`config.mk`:
```
export PLATFORM = sky130hd
export DESIGN_NAME = id_ex_stage
export DESIGN_NICKNAME = d
export VERILOG_FILES = /design/src/rtl/mips_pkg.sv /design/src/rtl/fwd_select.sv /design/src/rtl/id_ex_stage.sv
export SDC_FILE = /design/constraint.sdc
export NUM_CORES = 1
export LEC_CHECK = 0
export BUFFER_PORTS_ARGS = -buffer_cell sky130_fd_sc_hd__buf_2
export CAP_MARGIN = 25
export CORE_ASPECT_RATIO = 0.5
export CORE_UTILIZATION = 40
export DETAILED_ROUTE_END_ITERATION = 8
export PLACE_DENSITY = 0.76
export SLEW_MARGIN = 10
export SYNTH_ARGS = -nofsm -noshare
export SYNTH_HDL_FRONTEND = slang
export SYNTH_SLANG_ARGS = --single-unit
```
`constraint.sdc`:
```
create_clock -name clk -period 7.5 [get_ports clk]
set_clock_uncertainty 0.15 [all_clocks]
set_input_delay 1.125 -clock clk [delete_from_list [all_inputs] [get_ports clk]]
set_output_delay 1.125 -clock clk [all_outputs]
set_load 0.01 [all_outputs]
```
`src/rtl/mips_pkg.sv`:
```
// rtl/mips_pkg.sv - shared ALU op codes, forward-select encodings and register constants
package mips_pkg;

    localparam logic [3:0] ALU_AND = 4'b0000;
    localparam logic [3:0] ALU_OR  = 4'b0001;
    localparam logic [3:0] ALU_ADD = 4'b0010;
    localparam logic [3:0] ALU_SUB = 4'b0110;
    localparam logic [3:0] ALU_SLT = 4'b0111;
    localparam logic [3:0] ALU_NOR = 4'b1100;
    localparam logic [3:0] ALU_SLL = 4'b1000;
    localparam logic [3:0] ALU_SRL = 4'b1001;

    typedef enum logic [1:0] {
        FWD_REG = 2'b00,
        FWD_MEM = 2'b01,
        FWD_WB  = 2'b10
    } fwd_sel_e;

    localparam logic [4:0] REG_ZERO = 5'd0;

endpackage

```
`src/rtl/fwd_select.sv`:
```
// rtl/fwd_select.sv - per-operand forwarding mux: MEM result beats WB data beats register value
module fwd_select
    import mips_pkg::*;
#(
    parameter int DATA_W = 32,
    parameter int REG_AW = 5
) (
    input  logic [REG_AW-1:0] reg_idx_i,
    input  logic              mem_regwrite_i,
    input  logic [REG_AW-1:0] mem_rd_i,
    input  logic [DATA_W-1:0] mem_data_i,
    input  logic              wb_regwrite_i,
    input  logic [REG_AW-1:0] wb_rd_i,
    input  logic [DATA_W-1:0] wb_data_i,
    input  logic [DATA_W-1:0] reg_data_i,
    output logic [DATA_W-1:0] fwd_data_o
);

    fwd_sel_e sel;
    logic     mem_hit;
    logic     wb_hit;

    // $0 is hard-wired, so a write to it must never be forwarded
    assign mem_hit = mem_regwrite_i && (mem_rd_i != '0) && (mem_rd_i == reg_idx_i);
    assign wb_hit  = wb_regwrite_i  && (wb_rd_i  != '0) && (wb_rd_i  == reg_idx_i);

    always_comb begin
        sel = FWD_REG;
        if (mem_hit) begin
            sel = FWD_MEM;
        end else if (wb_hit) begin
            sel = FWD_WB;
        end
    end

    always_comb begin
        fwd_data_o = reg_data_i;
        case (sel)
            FWD_MEM: fwd_data_o = mem_data_i;
            FWD_WB:  fwd_data_o = wb_data_i;
            default: fwd_data_o = reg_data_i;
        endcase
    end

endmodule

```
`src/rtl/id_ex_stage.sv`:
```
// rtl/id_ex_stage.sv - ID/EX pipeline register, EX operand forwarding/selection and load-use detection
module id_ex_stage
    import mips_pkg::*;
#(
    parameter int DATA_W = 32,
    parameter int REG_AW = 5,
    parameter int CTRL_W = 4
) (
    input  logic              clk,
    input  logic              reset,
    input  logic              Hold,
    input  logic              Flush,
    input  logic              ID_Valid,
    input  logic              ID_RegWrite,
    input  logic              ID_MemRead,
    input  logic              ID_MemWrite,
    input  logic              ID_MemtoReg,
    input  logic              ID_ALUSrc,
    input  logic              ID_RegDst,
    input  logic              ID_IsShift,
    input  logic              ID_UsesRt,
    input  logic [CTRL_W-1:0] ID_ALUControl,
    input  logic [DATA_W-1:0] ID_ReadData1,
    input  logic [DATA_W-1:0] ID_ReadData2,
    input  logic [DATA_W-1:0] ID_Imm,
    input  logic [REG_AW-1:0] ID_Rs,
    input  logic [REG_AW-1:0] ID_Rt,
    input  logic [REG_AW-1:0] ID_Rd,
    input  logic [4:0]        ID_Shamt,
    input  logic              MEM_RegWrite,
    input  logic [REG_AW-1:0] MEM_Rd,
    input  logic [DATA_W-1:0] MEM_ALUResult,
    input  logic              WB_RegWrite,
    input  logic [REG_AW-1:0] WB_Rd,
    input  logic [DATA_W-1:0] WB_Data,
    output logic [DATA_W-1:0] ALU_A,
    output logic [DATA_W-1:0] ALU_B,
    output logic [CTRL_W-1:0] ALUControl,
    output logic              EX_Valid,
    output logic              EX_RegWrite,
    output logic              EX_MemRead,
    output logic              EX_MemWrite,
    output logic              EX_MemtoReg,
    output logic [REG_AW-1:0] EX_WriteReg,
    output logic [DATA_W-1:0] EX_StoreData,
    output logic              LoadUseHazard
);

    logic              valid_q,    valid_d;
    logic              regwrite_q, regwrite_d;
    logic              memread_q,  memread_d;
    logic              memwrite_q, memwrite_d;
    logic              memtoreg_q, memtoreg_d;
    logic              alusrc_q,   alusrc_d;
    logic              isshift_q,  isshift_d;
    logic [CTRL_W-1:0] aluctl_q,   aluctl_d;
    logic [REG_AW-1:0] writereg_q, writereg_d;
    logic [REG_AW-1:0] rs_q,       rs_d;
    logic [REG_AW-1:0] rt_q,       rt_d;
    logic [DATA_W-1:0] rd1_q,      rd1_d;
    logic [DATA_W-1:0] rd2_q,      rd2_d;
    logic [DATA_W-1:0] imm_q,      imm_d;
    logic [4:0]        shamt_q,    shamt_d;

    logic [DATA_W-1:0] fwd_rs;
    logic [DATA_W-1:0] fwd_rt;

    // Priority: Flush loads a fully zeroed bubble, Hold keeps everything, else capture ID
    always_comb begin
        valid_d    = valid_q;
        regwrite_d = regwrite_q;
        memread_d  = memread_q;
        memwrite_d = memwrite_q;
        memtoreg_d = memtoreg_q;
        alusrc_d   = alusrc_q;
        isshift_d  = isshift_q;
        aluctl_d   = aluctl_q;
        writereg_d = writereg_q;
        rs_d       = rs_q;
        rt_d       = rt_q;
        rd1_d      = rd1_q;
        rd2_d      = rd2_q;
        imm_d      = imm_q;
        shamt_d    = shamt_q;
        if (Flush) begin
            valid_d    = 1'b0;
            regwrite_d = 1'b0;
            memread_d  = 1'b0;
            memwrite_d = 1'b0;
            memtoreg_d = 1'b0;
            alusrc_d   = 1'b0;
            isshift_d  = 1'b0;
            aluctl_d   = '0;
            writereg_d = '0;
            rs_d       = '0;
            rt_d       = '0;
            rd1_d      = '0;
            rd2_d      = '0;
            imm_d      = '0;
            shamt_d    = '0;
        end else if (!Hold) begin
            valid_d    = ID_Valid;
            regwrite_d = ID_Valid & ID_RegWrite;
            memread_d  = ID_Valid & ID_MemRead;
            memwrite_d = ID_Valid & ID_MemWrite;
            memtoreg_d = ID_Valid & ID_MemtoReg;
            alusrc_d   = ID_Valid & ID_ALUSrc;
            isshift_d  = ID_Valid & ID_IsShift;
            aluctl_d   = ID_Valid ? ID_ALUControl : '0;
            writereg_d = (ID_Valid & ID_RegDst) ? ID_Rd : ID_Rt;
            rs_d       = ID_Rs;
            rt_d       = ID_Rt;
            rd1_d      = ID_ReadData1;
            rd2_d      = ID_ReadData2;
            imm_d      = ID_Imm;
            shamt_d    = ID_Shamt;
        end
    end

    always_ff @(posedge clk or posedge reset) begin
        if (reset) begin
            valid_q    <= 1'b0;
            regwrite_q <= 1'b0;
            memread_q  <= 1'b0;
            memwrite_q <= 1'b0;
            memtoreg_q <= 1'b0;
            alusrc_q   <= 1'b0;
            isshift_q  <= 1'b0;
            aluctl_q   <= '0;
            writereg_q <= '0;
            rs_q       <= '0;
            rt_q       <= '0;
            rd1_q      <= '0;
            rd2_q      <= '0;
            imm_q      <= '0;
            shamt_q    <= '0;
        end else begin
            valid_q    <= valid_d;
            regwrite_q <= regwrite_d;
            memread_q  <= memread_d;
            memwrite_q <= memwrite_d;
            memtoreg_q <= memtoreg_d;
            alusrc_q   <= alusrc_d;
            isshift_q  <= isshift_d;
            aluctl_q   <= aluctl_d;
            writereg_q <= writereg_d;
            rs_q       <= rs_d;
            rt_q       <= rt_d;
            rd1_q      <= rd1_d;
            rd2_q      <= rd2_d;
            imm_q      <= imm_d;
            shamt_q    <= shamt_d;
        end
    end

    fwd_select #(.DATA_W(DATA_W), .REG_AW(REG_AW)) u_fwd_rs (
        .reg_idx_i      (rs_q),
        .mem_regwrite_i (MEM_RegWrite),
        .mem_rd_i       (MEM_Rd),
        .mem_data_i     (MEM_ALUResult),
        .wb_regwrite_i  (WB_RegWrite),
        .wb_rd_i        (WB_Rd),
        .wb_data_i      (WB_Data),
        .reg_data_i     (rd1_q),
        .fwd_data_o     (fwd_rs)
    );

    fwd_select #(.DATA_W(DATA_W), .REG_AW(REG_AW)) u_fwd_rt (
        .reg_idx_i      (rt_q),
        .mem_regwrite_i (MEM_RegWrite),
        .mem_rd_i       (MEM_Rd),
        .mem_data_i     (MEM_ALUResult),
        .wb_regwrite_i  (WB_RegWrite),
        .wb_rd_i        (WB_Rd),
        .wb_data_i      (WB_Data),
        .reg_data_i     (rd2_q),
        .fwd_data_o     (fwd_rt)
    );

    // Shifts take their operand from rt and the amount from the shamt field
    assign ALU_A        = isshift_q ? fwd_rt : fwd_rs;
    assign ALU_B        = isshift_q ? {{(DATA_W-5){1'b0}}, shamt_q}
                        : alusrc_q  ? imm_q : fwd_rt;
    assign EX_StoreData = fwd_rt;

    assign ALUControl  = aluctl_q;
    assign EX_Valid    = valid_q;
    assign EX_RegWrite = regwrite_q;
    assign EX_MemRead  = memread_q;
    assign EX_MemWrite = memwrite_q;
    assign EX_MemtoReg = memtoreg_q;
    assign EX_WriteReg = writereg_q;

    assign LoadUseHazard = valid_q & memread_q & (writereg_q != '0) & ID_Valid &
                           ((writereg_q == ID_Rs) | (ID_UsesRt & (writereg_q == ID_Rt)));

endmodule

```
# Word-level counts from Yosys, hierarchy flattened
# Cells that the tools add are included.
# W data, S select, Z words.
word_totals:
  ff_bits: 127
  latch_bits: 0
  ram_bits: 0
  rom_bits: 0
  in_bits: 209
  output_inout_bits: 111
  n_memories: 0
classes:
  n_addsub: 0
  multipliers: 0
  n_div: 0
  order_cmp: 0
  n_eq_ne: 11
  shifts: 0
  muxes: 41
  bitwise_logic: 13
  n_reduce_logical: 9
ops:
  columns: ["operator", "count"]
  rows:
  - ["$mux W32", 9]
  - ["$pmux W32 S2", 2]
  - ["$mux W5", 9]
  - ["$eq A5 B5 Y1", 6]
  - ["$reduce_bool A5 Y1", 3]
  - ["$mux W1", 14]
  - ["$and A1 B1 Y1", 12]
  - ["$mux W4", 3]
  - ["$mux W2", 4]
  - ["$logic_and A1 B1 Y1", 6]
  - ["$eq A2 B1 Y1 const B", 2]
  - ["$eq A2 B2 Y1 const B", 2]
  - ["$ne A2 B1 Y1 const B", 1]
  - ["$or A1 B1 Y1", 1]

# Depth between registers and ports, before layout
# Gate-level depths: netlist of the first run.
logic_depth:
  depth_word: 9
  ltp_mapped: 8

# Modules after synthesis
# Synthesis of the first run repeated with hierarchy kept, for this count alone.
unflattened:
  hier_cells: 921
  hier_area_um2: 8675.8
by_module_without_submodules:
  columns: ["module", "n_inst", "cells_per_inst", "area_each_um2", "seq_area_each_um2"]
  rows:
  - ["id_ex_stage", 1, 553, 6158.4, 3178.0]
  - ["fwd_select", 2, 184, 1258.7, 0.0]

# Least setup slack after synthesis of the first run
# OpenSTA, ideal clock, no wires.
synth_timing:
  kind: "input port to output port"
  start: "input MEM_Rd[0]"
  end: "output ALU_B[0]"
  arrival_time_ps: 2868
  required_ps: 6225
  slack_ps: 3357
  stages: 7
  n_path_buf: 2
  path_cell_list: "or4_4 -> o211ai_4 -> or2_1 -> buf_4 -> buf_4 -> nor3_1 -> o41ai_1"
synth_between:
  elab_chain_cells: 8
  word_cells_on_any_way: 10
  cone_classes: "3 x eq/ne; 4 x mux; 3 x reduce/logical"
synth_lines:
  columns: ["item", "line_no", "source"]
  rows:
  - ["from (decl)", "id_ex_stage.sv:31", "input logic [REG_AW-1:0] MEM_Rd,"]
  - ["$reduce_bool A5 Y1", "fwd_select.sv:24", "assign mem_hit = mem_regwrite_i && (mem_rd_i != '0) && (mem_rd_i == reg_idx_i);"]
  - ["$logic_and A1 B1 Y1", "fwd_select.sv:24", null]
  - ["$logic_and A1 B1 Y1 (*)", "fwd_select.sv:24", null]
  - ["$mux W2 (*)", "fwd_select.sv:29", "if (mem_hit) begin"]
  - ["$eq A2 B2 Y1 / $eq A2 B1 Y1 (equally long branches)", "fwd_select.sv:38", "case (sel)"]
  - ["$pmux W32 S2 (*)", "fwd_select.sv:38", null]
  - ["$mux W32 (*)", "id_ex_stage.sv:183", ": alusrc_q ? imm_q : fwd_rt;"]
  - ["$mux W32 (*)", "id_ex_stage.sv:182", "assign ALU_B = isshift_q ? {{(DATA_W-5){1'b0}}, shamt_q}"]
  - ["to (decl)", "id_ex_stage.sv:37", "output logic [DATA_W-1:0] ALU_B,"]
# Mark *: on every way between the ends. The rest lies on a longest branch, timed or not.

# Worst setup path after layout of the first run
layout_timing:
  start: "input MEM_Rd[0]"
  end: "output ALU_A[15]"
layout_between:
  elab_chain_cells: 7
  word_cells_on_any_way: 15
  cone_classes: "6 x eq/ne; 5 x mux; 4 x reduce/logical"
layout_lines:
  columns: ["item", "line_no", "source"]
  rows:
  - ["$reduce_bool A5 Y1", "fwd_select.sv:24", null]
  - ["$logic_and A1 B1 Y1 (2 in series)", "fwd_select.sv:24", null]
  - ["$mux W2", "fwd_select.sv:29", null]
  - ["$eq A2 B2 Y1 / $eq A2 B1 Y1 (equally long branches)", "fwd_select.sv:38", null]
  - ["$pmux W32 S2", "fwd_select.sv:38", null]
  - ["$mux W32 (*)", "id_ex_stage.sv:181", "assign ALU_A = isshift_q ? fwd_rt : fwd_rs;"]
  - ["to (decl)", "id_ex_stage.sv:36", "output logic [DATA_W-1:0] ALU_A,"]
# Marks and branches as above.

==> results.md, run 1 <==
* Outcome: finished clean
* Final instance count without filler cells at 1532
* Switching share of total power at 0.324
* Clock-pin slew on the worst setup and hold paths at 0.06 ns
* DRC marker count from the first detailed-route iteration at 860
* Root buffer cell: sky130_fd_sc_hd__clkbuf_16
* Remaining Overflow, GRT at 0
* Area fraction in compound gates after synthesis at 0.222
* Worst slew margin at 0.248
* Total of cells resized after clock tree synthesis at 0
* Layout-stage area growth over the synthesis result at 26.1%
* Largest family of logic cells by synthesized area: compound AO/OA/AOI/OAI gates
* Post-synthesis sequential area ratio at 0.369
* Worst hold path depth at 2
* Top-area cell type share of the netlist area at 0.369
* Fraction of final layout cells sized beyond drive strength 1 at 0.325
* Final period demand of the worst path at 5.76 ns
* Leading cell type in the layout, fill and taps excluded: sky130_fd_sc_hd__buf_2
* Post-CTS setup repair buffer count at 0
* Max Freq at 173 MHz
* Synth Area in Adders at 0
* Average footprint of a synthesized cell at 8.75 µm²
* Synth Warn # at 0
* Largest net degree at the start of global routing at 95
* Antenna viol nets, final at 0
* R2R setup slack at 6.50 ns
* Placeable core area at 20800 µm²
* Total internal power at 1.33 mW
* Number of enable flip-flop cells after synthesis at 0
* R2R cell count at 2
* TritonCTS buffer count at 17
* Io pins at 320
* Multiplexer share of the synthesized area at 0.131
* Reported leakage power at 5.66 nW
* Clock power frac at 0.382
* Cells after synthesis at 985
* Startpoint-to-endpoint class of the critical path: primary input to primary output
* Vias in the first global route at 8872
* IO buf count at 319
* Routed wire length per instance at 21.7 µm
* Fin. max-slew vios at 0
* Count of unique library cells instantiated by Yosys at 45
* Element type at the critical path end: primary output
* Area share of xor/xnor cells in the synthesized design at 0.0305
* Area of the die at 22200 µm²
* Multi-input gate area at 4790 µm²
* Mapped Nets at 1194
* Number of detailed-routing iterations run before antenna repair at 7
* Total number of vias at 9182
* Worst r2r dst: isshift_q$_DFFE_PP0P_
* Synth Area in Simple Gates at 0.168
* Worst setup SP type: primary input
* Summed negative setup slack over all endpoints at 0 ns
* Class of the tightest hold or removal check: flip-flop to flip-flop
* Die Height at 106 µm
* # hold bufs at CTS at 0
* Count of endpoints failing setup in the final report at 0
* Initial antenna violation count at 7
* Maximum count of clock buffers along a single path at 2
* First-pass GRT wire length at 50300 µm
* Most used DFF post-synth: sky130_fd_sc_hd__dfrtp_1
* Top library cells by usage in the layout, fill and taps aside: 318 x sky130_fd_sc_hd__buf_2, 138 x sky130_fd_sc_hd__nor2_1, 125 x sky130_fd_sc_hd__dfrtp_1
* Detailed-route vias per instance at 5.99
* Actual transition at the worst max-transition pin at 1.13 ns
* Hold Crit Endpoint: imm_q[19]$_DFFE_PP0P_
* Net switching power at 0.639 mW
* Clock Sink Count at 127
* Post-synthesis instance area at 8620 µm²
* Startpoint of the lowest-slack register-to-register path: isshift_q$_DFFE_PP0P_
* Data required time at the worst endpoint at 6.22 ns
* # rows at 37
* Number of placed cells counting well taps at 1489
* Start point of the worst min-delay path: imm_q[19]$_DFFE_PP0P_
* Reg area at 3180 µm²
* Final Routed Wirelength at 33300 µm
* Global routing usage summed across all routing layers at 0.294
* Arrival time at the worst endpoint at 4.49 ns
* Final HPWL DP at 23600 µm
* Largest fanout on the critical path at 46
* Area contributors post-synth: sky130_fd_sc_hd__dfrtp_1 37%, sky130_fd_sc_hd__mux2i_1 13%, sky130_fd_sc_hd__nor2_1 6.0%
* Placer Congestion at 0.920
* Max rail drop VDD at 0.000142 V
* Final count of hold timing violations at 0
* Synth Register Bits at 127
* Initial core utilization at 0.414
* Final-layout fill cell count at 1958
* RSZ-0062 raised after global routing: false
* Total DRC errors in the routed layout at 0
* Portion of total power attributed to sequential cells at 0.380
* Number of max-capacitance violations reported at 0
* Number of levels in the clock H-tree at 4
* Combinational power share at 0.238
* Source-to-sink clock delay at the later pin of the worst-skew pair at 0.41 ns
* Ys async rst share at 1.00
* Fin crit share at 0.769
* Ratio of total power to cell area at 181 nW/µm²
* Most area-hungry cell type in the Yosys netlist: sky130_fd_sc_hd__dfrtp_1
* Final #Nets at 1448
* Die Span X at 210 µm
* CTS tree: yes
[stage by stage]
step,area [µm²],power [mW],util,hold WS (ns),worst slack [ns]
3_5_place_dp,10300,1.22,0.493,0.353,1.82
3_3_place_gp,10300,1.21,0.493,0.344,1.92
5_1_grt,10900,2.05,0.522,0.393,1.65
6_report,10900,1.97,0.522,0.364,1.74
4_1_cts,10800,1.97,0.518,0.367,1.82
2_1_floorplan,8620,1.03,-,0.331,2.84
[worst max-delay path, stage by stage]
cell and delay (ns):
sky130_fd_sc_hd__buf_2 0.13, sky130_fd_sc_hd__or4_4 0.55, sky130_fd_sc_hd__o211ai_4 0.75, sky130_fd_sc_hd__or2_2 0.87
sky130_fd_sc_hd__buf_4 0.44, sky130_fd_sc_hd__a31oi_1 0.19, sky130_fd_sc_hd__a22o_1 0.27, sky130_fd_sc_hd__buf_2 0.13
[synthesized netlist by cell type (6+ instances only)]
cell                        number
sky130_fd_sc_hd__a221oi_1        6
sky130_fd_sc_hd__nand2_1        16
sky130_fd_sc_hd__xnor2_1        18
sky130_fd_sc_hd__a22oi_1         7
sky130_fd_sc_hd__mux2i_1       112
sky130_fd_sc_hd__nor3_1         34
sky130_fd_sc_hd__o21ba_2        26
sky130_fd_sc_hd__nand3_1         9
sky130_fd_sc_hd__a311oi_1       26
sky130_fd_sc_hd__and2_1         28
sky130_fd_sc_hd__nor2_1        138
sky130_fd_sc_hd__nand4_1        27
sky130_fd_sc_hd__a31oi_1        26
sky130_fd_sc_hd__clkbuf_1       66
sky130_fd_sc_hd__inv_1          65
sky130_fd_sc_hd__a22o_1         25
sky130_fd_sc_hd__dfrtp_1       127
sky130_fd_sc_hd__a211o_1        25
sky130_fd_sc_hd__buf_1          14
sky130_fd_sc_hd__a21oi_1        51
sky130_fd_sc_hd__buf_2          14
sky130_fd_sc_hd__a2111oi_0      11
sky130_fd_sc_hd__nor4_1         34
sky130_fd_sc_hd__o31ai_1        26
sky130_fd_sc_hd__buf_4           6
sky130_fd_sc_hd__xor2_1         12
sky130_fd_sc_hd__nor2b_1         7
[state kept, by name (all words and copies together), names as in the netlist, 4 cells and up]
signal / count
rs_q: 5
rd1_q: 32
ALUControl: 4
imm_q: 32
rt_q: 5
shamt_q: 5
EX_WriteReg: 5
rd2_q: 32
[power groups by stage]
stage / Sequential, mW / Combinational [mW] / Clock, mW
after global routing: 0.753 / 0.504 / 0.795
after detailed placement: 0.760 / 0.459 / 0
after floorplan: 0.754 / 0.276 / 0
after global placement: 0.758 / 0.451 / 0
after CTS: 0.748 / 0.461 / 0.764
final: 0.749 / 0.470 / 0.753
[final cells by class]
type	count	share of cell area
Antenna cell	7	0.00161
Clock buffer	17	0.0392
Clock inverter	15	0.00910
Inverter	65	0.0229
Multi-Input combinational cell	691	0.441
Sequential cell	127	0.293
Tap cell	273	0.0314
Timing Repair Buffer	337	0.162
[logic make-up after synthesis]
kind of cell | after synthesis
simple gates | 300
xor+xnor | 30
compound gates | 248
flops | 127
mux | 113
buf+inv | 167
[routing by layer]
layer | vias up | track usage | routed length (µm)
met5 | - | 0 | 0
met4 | 0 | 0.179 | 1860
met3 | 107 | 0.0492 | 2190
met2 | 477 | 0.502 | 16200
met1 | 4479 | 0.349 | 13000
li1 | 4119 | - | -
[worst max path at each step]
stage	slack, ns	endpoint	depth (start not counted)	start
after global routing	1.65	ALU_A[17]	8	MEM_Rd[0]
after floorplan	2.84	ALUControl[0]$_DFFE_PP0P_	1	reset
after CTS	1.82	ALU_A[15]	8	MEM_Rd[0]
after detailed placement	1.82	ALU_A[15]	8	MEM_Rd[0]
after global placement	1.92	ALU_A[18]	8	MEM_Rd[0]
final	1.74	ALU_A[15]	8	MEM_Rd[0]
Note: power is estimated with default switching activity, not from simulation.
==> run 2: changes to the inputs <==
- clock period: 7.5 -> 5.93 ns (I/O delays scaled with it)
==> results.md, run 2 (synthesis gave the netlist of run 1 again) <==
* Outcome: finished clean
* Leading cell type in the layout, fill and taps excluded: sky130_fd_sc_hd__buf_2
* R2R cell count at 2
* Fin crit share at 0.786
* # hold bufs at CTS at 0
* Bufs and invs on worst path at 3
* Summed negative setup slack over all endpoints at 0 ns
* Start point of the worst min-delay path: imm_q[30]$_DFFE_PP0P_
* Top library cells by usage in the layout, fill and taps aside: 317 x sky130_fd_sc_hd__buf_2, 138 x sky130_fd_sc_hd__nor2_1, 125 x sky130_fd_sc_hd__dfrtp_1
* Vias in the first global route at 9033
* Worst slew margin at 0.258
* CTS tree: yes
* Largest fanout on the critical path at 22
* Routed wire length per instance at 20.9 µm
* DRC marker count from the first detailed-route iteration at 963
* Post-CTS setup repair buffer count at 0
* Final period demand of the worst path at 4.66 ns
* Max Freq at 215 MHz
* Arrival time at the worst endpoint at 3.62 ns
* Placer Congestion at 0.923
* Final #Nets at 1454
* Placeable core area at 20800 µm²
* Startpoint of the lowest-slack register-to-register path: alusrc_q$_DFFE_PP0P_
* R2R setup slack at 4.49 ns
* Die Height at 106 µm
* TritonCTS buffer count at 17
* Class of the tightest hold or removal check: flip-flop to flip-flop
* CP dominant cell by count: sky130_fd_sc_hd__buf_2
* Largest registers ranked by flip-flop count: imm_q (32), rd1_q (32), rd2_q (32)
* Number of max-capacitance violations reported at 0
* Top delay family on crit path: compound AO/OA/AOI/OAI gates
* IO buf count at 319
* Number of placed cells counting well taps at 1497
* Io pins at 320
* Initial antenna violation count at 8
* Largest net degree at the start of global routing at 85
* Element type at the critical path end: primary output
* Count of endpoints failing setup in the final report at 0
* Worst hold path depth at 2
* Worst Hold Margin at 0.364 ns
* Initial core utilization at 0.414
* Final Routed Wirelength at 32200 µm
* Number of detailed-routing iterations run before antenna repair at 7
* Detailed-route vias per instance at 5.94
* Fin. max-slew vios at 0
* Total number of vias at 9121
* Antenna viol nets, final at 0
* Startpoint-to-endpoint class of the critical path: primary input to primary output
* Reported leakage power at 5.72 nW
* Total DRC errors in the routed layout at 0
* CP max stage delay at 0.62 ns
* Number of levels in the clock H-tree at 4
* Root buffer cell: sky130_fd_sc_hd__clkbuf_16
* Final HPWL DP at 22500 µm
* Fraction of final layout cells sized beyond drive strength 1 at 0.326
* Actual transition at the worst max-transition pin at 1.11 ns
* Maximum count of clock buffers along a single path at 2
* Total of cells resized after clock tree synthesis at 0
* RSZ-0062 raised after global routing: false
* List of cells traversed by the critical path: buf_2 -> or4_1 -> o21ai_4 -> buf_4 -> o31ai_1 -> a311oi_1 -> o21ba_2 -> buf_2
* Minimum setup slack after placement at 1.26 ns
* Global routing usage summed across all routing layers at 0.289
* Setup WS post-layout at 1.27 ns
* Final instance count without filler cells at 1536
* Worst setup SP type: primary input
* Clock Sink Count at 127
* Total chip power at 2.56 mW
* Die Span X at 210 µm
* First-pass GRT wire length at 49500 µm
* CP max-delay cell: sky130_fd_sc_hd__a311oi_1
* Source-to-sink clock delay at the later pin of the worst-skew pair at 0.42 ns
* Final count of hold timing violations at 0
* # rows at 37
* Remaining Overflow, GRT at 0
* Worst r2r dst: alusrc_q$_DFFE_PP0P_
* Data required time at the worst endpoint at 4.89 ns
* Ratio of total power to cell area at 234 nW/µm²
* Area of the die at 22200 µm²
* Max rail drop VDD at 0.000174 V
* Clock-pin slew on the worst setup and hold paths at 0.06 ns
* Hold Crit Endpoint: imm_q[30]$_DFFE_PP0P_
* Layout-stage area growth over the synthesis result at 26.9%
run 2: changes by cell type in the layout (fill, tap and decap cells not counted), moves of 2 or more:
cell / previous run / this run
sky130_fd_sc_hd__clkbuf_8: 0 / 4
sky130_fd_sc_hd__buf_4: 15 / 22
sky130_fd_sc_hd__clkbuf_1: 0 / 2
sky130_fd_sc_hd__clkinvlp_4: 8 / 1
run 2: worst max-delay path by stage:
stage,endpoint,from,depth (start not counted)
floorplan,ALUControl[0]$_DFFE_PP0P_,reset,1
global placement,ALU_B[18],WB_Rd[0],8
CTS,ALU_B[18],WB_Rd[0],8
finish,ALU_B[18],WB_Rd[0],8
detailed placement,ALU_B[18],WB_Rd[0],8
global route,ALU_B[1],WB_Rd[0],9
run 2: per-stage QoR:
step	util	instance area [µm²]
detailed placement	0.496	10300
CTS	0.523	10900
global placement	0.495	10300
finish	0.525	10900
global route	0.525	10900
floorplan	-	8620
run 2: final cells by class:
class                           instances  area, µm²
Fill cell                            1940       9900
Multi-Input combinational cell        691       4790
Sequential cell                       127       3180
Timing Repair Buffer                  343       1810
Clock buffer                           23        488
Tap cell                              273        342
Inverter                               65        249
Clock inverter                          7       62.6
Antenna cell                            7       17.5
run 2: where the power goes:
group          internal (mW)  total (mW)  switching [mW]
sequential             0.915       0.952          0.0374
clock                  0.613        1.01           0.402
combinational          0.244       0.597           0.354
total                   1.77        2.56           0.793
run 2: metal layers:
metal,GRT usage,routed length (µm),part of all wire
met1,0.359,13100,0.41
met2,0.481,15400,0.48
met3,0.0542,2310,0.072
met4,0.151,1330,0.041
met5,0,10,0.00031
run 2: worst min-delay path: stages, from the launching register on:
cell	delay, ns
sky130_fd_sc_hd__dfrtp_1	0.33
sky130_fd_sc_hd__mux2i_1	0.06
sky130_fd_sc_hd__nor2_1	0.08
==> run 3: changes to the inputs <==
- clock period: 5.93 -> 4.31 ns (I/O delays scaled with it)
==> results.md, run 3 (synthesis gave the netlist of run 1 again) <==
* Outcome: finished clean
* Max Freq at 248 MHz
* Fraction of met1 tracks used by global routing at 0.367
* Final period demand of the worst path at 4.02 ns
* Clock-pin slew on the worst setup and hold paths at 0.06 ns
* Worst slew margin at 0.290
* Layout-stage area growth over the synthesis result at 28.1%
* Final instance count without filler cells at 1540
* Die Span X at 210 µm
* Initial antenna violation count at 4
* Most heavily used metal layer in global routing: met2
* Placeable core area at 20800 µm²
* Global routing usage summed across all routing layers at 0.286
* Area of the die at 22200 µm²
* Largest fanout on the critical path at 22
* Maximum count of clock buffers along a single path at 2
* Arrival time at the worst endpoint at 3.23 ns
* Global Route met2 Usage at 0.472
* # hold bufs at CTS at 0
* RSZ-0062 raised after global routing: false
* IO buf count at 319
* Clock Sink Count at 127
* Final #Nets at 1459
* Number of levels in the clock H-tree at 4
* TritonCTS buffer count at 17
* Largest registers ranked by flip-flop count: imm_q (32), rd1_q (32), rd2_q (32)
* Number of detailed-routing iterations run before antenna repair at 5
* Remaining Overflow, GRT at 0
* Class of the tightest hold or removal check: primary input to asynchronous set/reset pin
* Top library cells by usage in the layout, fill and taps aside: 317 x sky130_fd_sc_hd__buf_2, 138 x sky130_fd_sc_hd__nor2_1, 125 x sky130_fd_sc_hd__dfrtp_1
* Total of cells resized after clock tree synthesis at 0
* Core Util, Final at 0.530
* Fraction of final layout cells sized beyond drive strength 1 at 0.331
* Source-to-sink clock delay at the later pin of the worst-skew pair at 0.40 ns
* Number of max-capacitance violations reported at 0
* Vias in the first global route at 9197
* Final count of hold timing violations at 0
* Post-route cell area at 11000 µm²
* Reported leakage power at 5.78 nW
* Final HPWL DP at 22800 µm
* Total DRC errors in the routed layout at 0
* Final Routed Wirelength at 31800 µm
* # rows at 37
* R2R setup slack at 2.86 ns
* Leading cell type in the layout, fill and taps excluded: sky130_fd_sc_hd__buf_2
* Routed wire length per instance at 20.6 µm
* Cell Area, Placed at 10400 µm²
* Detailed-route vias per instance at 5.89
* Actual transition at the worst max-transition pin at 1.06 ns
* Antenna viol nets, final at 0
* Io pins at 320
* Fin crit share at 0.934
* Number of placed cells counting well taps at 1503
* Startpoint-to-endpoint class of the critical path: flip-flop to primary output
* Ratio of total power to cell area at 326 nW/µm²
* M3 GR Usage at 0.0390
* Final-layout fill cell count at 1948
* Total number of vias at 9077
* Count of endpoints failing setup in the final report at 0
* Initial core utilization at 0.414
* DRC marker count from the first detailed-route iteration at 762
* Root buffer cell: sky130_fd_sc_hd__clkbuf_16
* Largest net degree at the start of global routing at 82
* First-pass GRT wire length at 49500 µm
* Post-CTS setup repair buffer count at 0
* CTS tree: yes
* Data required time at the worst endpoint at 3.51 ns
* Worst setup SP type: flip-flop
* Die Height at 106 µm
* Element type at the critical path end: primary output
* Placer Congestion at 0.911
* Fin. max-slew vios at 0
* Summed negative setup slack over all endpoints at 0 ns
* Max rail drop VDD at 0.000218 V
[run 3: cell types whose count changed in the layout (fill, tap and decap cells not counted), moves of 2 or more]
cell                       change
sky130_fd_sc_hd__buf_12        +3
sky130_fd_sc_hd__diode_2       -3
sky130_fd_sc_hd__clkinv_2      -2
sky130_fd_sc_hd__buf_8         -2
sky130_fd_sc_hd__clkbuf_1      -2
sky130_fd_sc_hd__buf_4         +4
sky130_fd_sc_hd__clkinv_4      +4
[run 3: power breakdown]
group	switching, mW	internal, mW	leakage (nW)
clock	0.565	0.900	0.292
combinational	0.483	0.339	3.80
sequential	0.0538	1.26	1.69
[run 3: area by class of cell]
cell class	instances	area, µm²	area share
multi-input cells	691	4790	0.434
diodes	4	10.0	0.000907
clock buffers	20	467	0.0423
clock inverters	12	134	0.0121
inverters	65	249	0.0226
well taps	273	342	0.0309
repair buffers	348	1870	0.169
flip-flops and latches	127	3180	0.288
[run 3: worst max-delay path: stages, from the launching register on]
cell and delay [ns]:
sky130_fd_sc_hd__dfrtp_1 0.43, sky130_fd_sc_hd__xor2_1 0.31, sky130_fd_sc_hd__or3_1 0.88, sky130_fd_sc_hd__buf_4 0.28
sky130_fd_sc_hd__o31ai_1 0.11, sky130_fd_sc_hd__a311oi_1 0.45, sky130_fd_sc_hd__o21ba_2 0.21, sky130_fd_sc_hd__buf_2 0.14
[run 3: per-layer routing]
| metal | vias up | routed length (µm) | share of wire |
|---|---|---|---|
| met5 | - | 0 | 0 |
| met4 | 0 | 1320 | 0.041 |
| met3 | 97 | 2150 | 0.068 |
| met2 | 430 | 15300 | 0.48 |
| met1 | 4426 | 13100 | 0.41 |
| li1 | 4124 | - | - |
[run 3: per-stage QoR]
stage	power (mW)	hold slack, ns	setup WS, ns
final	3.60	0.208	0.286
after detailed placement	2.14	0.353	0.387
after global routing	3.75	0.239	0.142
after global placement	2.12	0.345	0.430
after CTS	3.62	0.220	0.292
after floorplan	1.79	0.331	0.129
[run 3: final timing paths]
kind | from | end | cells after the start
setup reg to reg | isshift_q$_DFFE_PP0P_ | isshift_q$_DFFE_PP0P_ | 2
setup / recovery | rt_q[0]$_DFFE_PP0P_ | ALU_B[24] | 7
hold reg to reg | imm_q[15]$_DFFE_PP0P_ | imm_q[15]$_DFFE_PP0P_ | 2
min in group clk | ID_ReadData1[19] | rd1_q[19]$_DFFE_PP0P_ | 3
hold / removal | reset | rd1_q[29]$_DFFE_PP0P_ | 2
max in group asynchronous | reset | rd2_q[13]$_DFFE_PP0P_ | 3
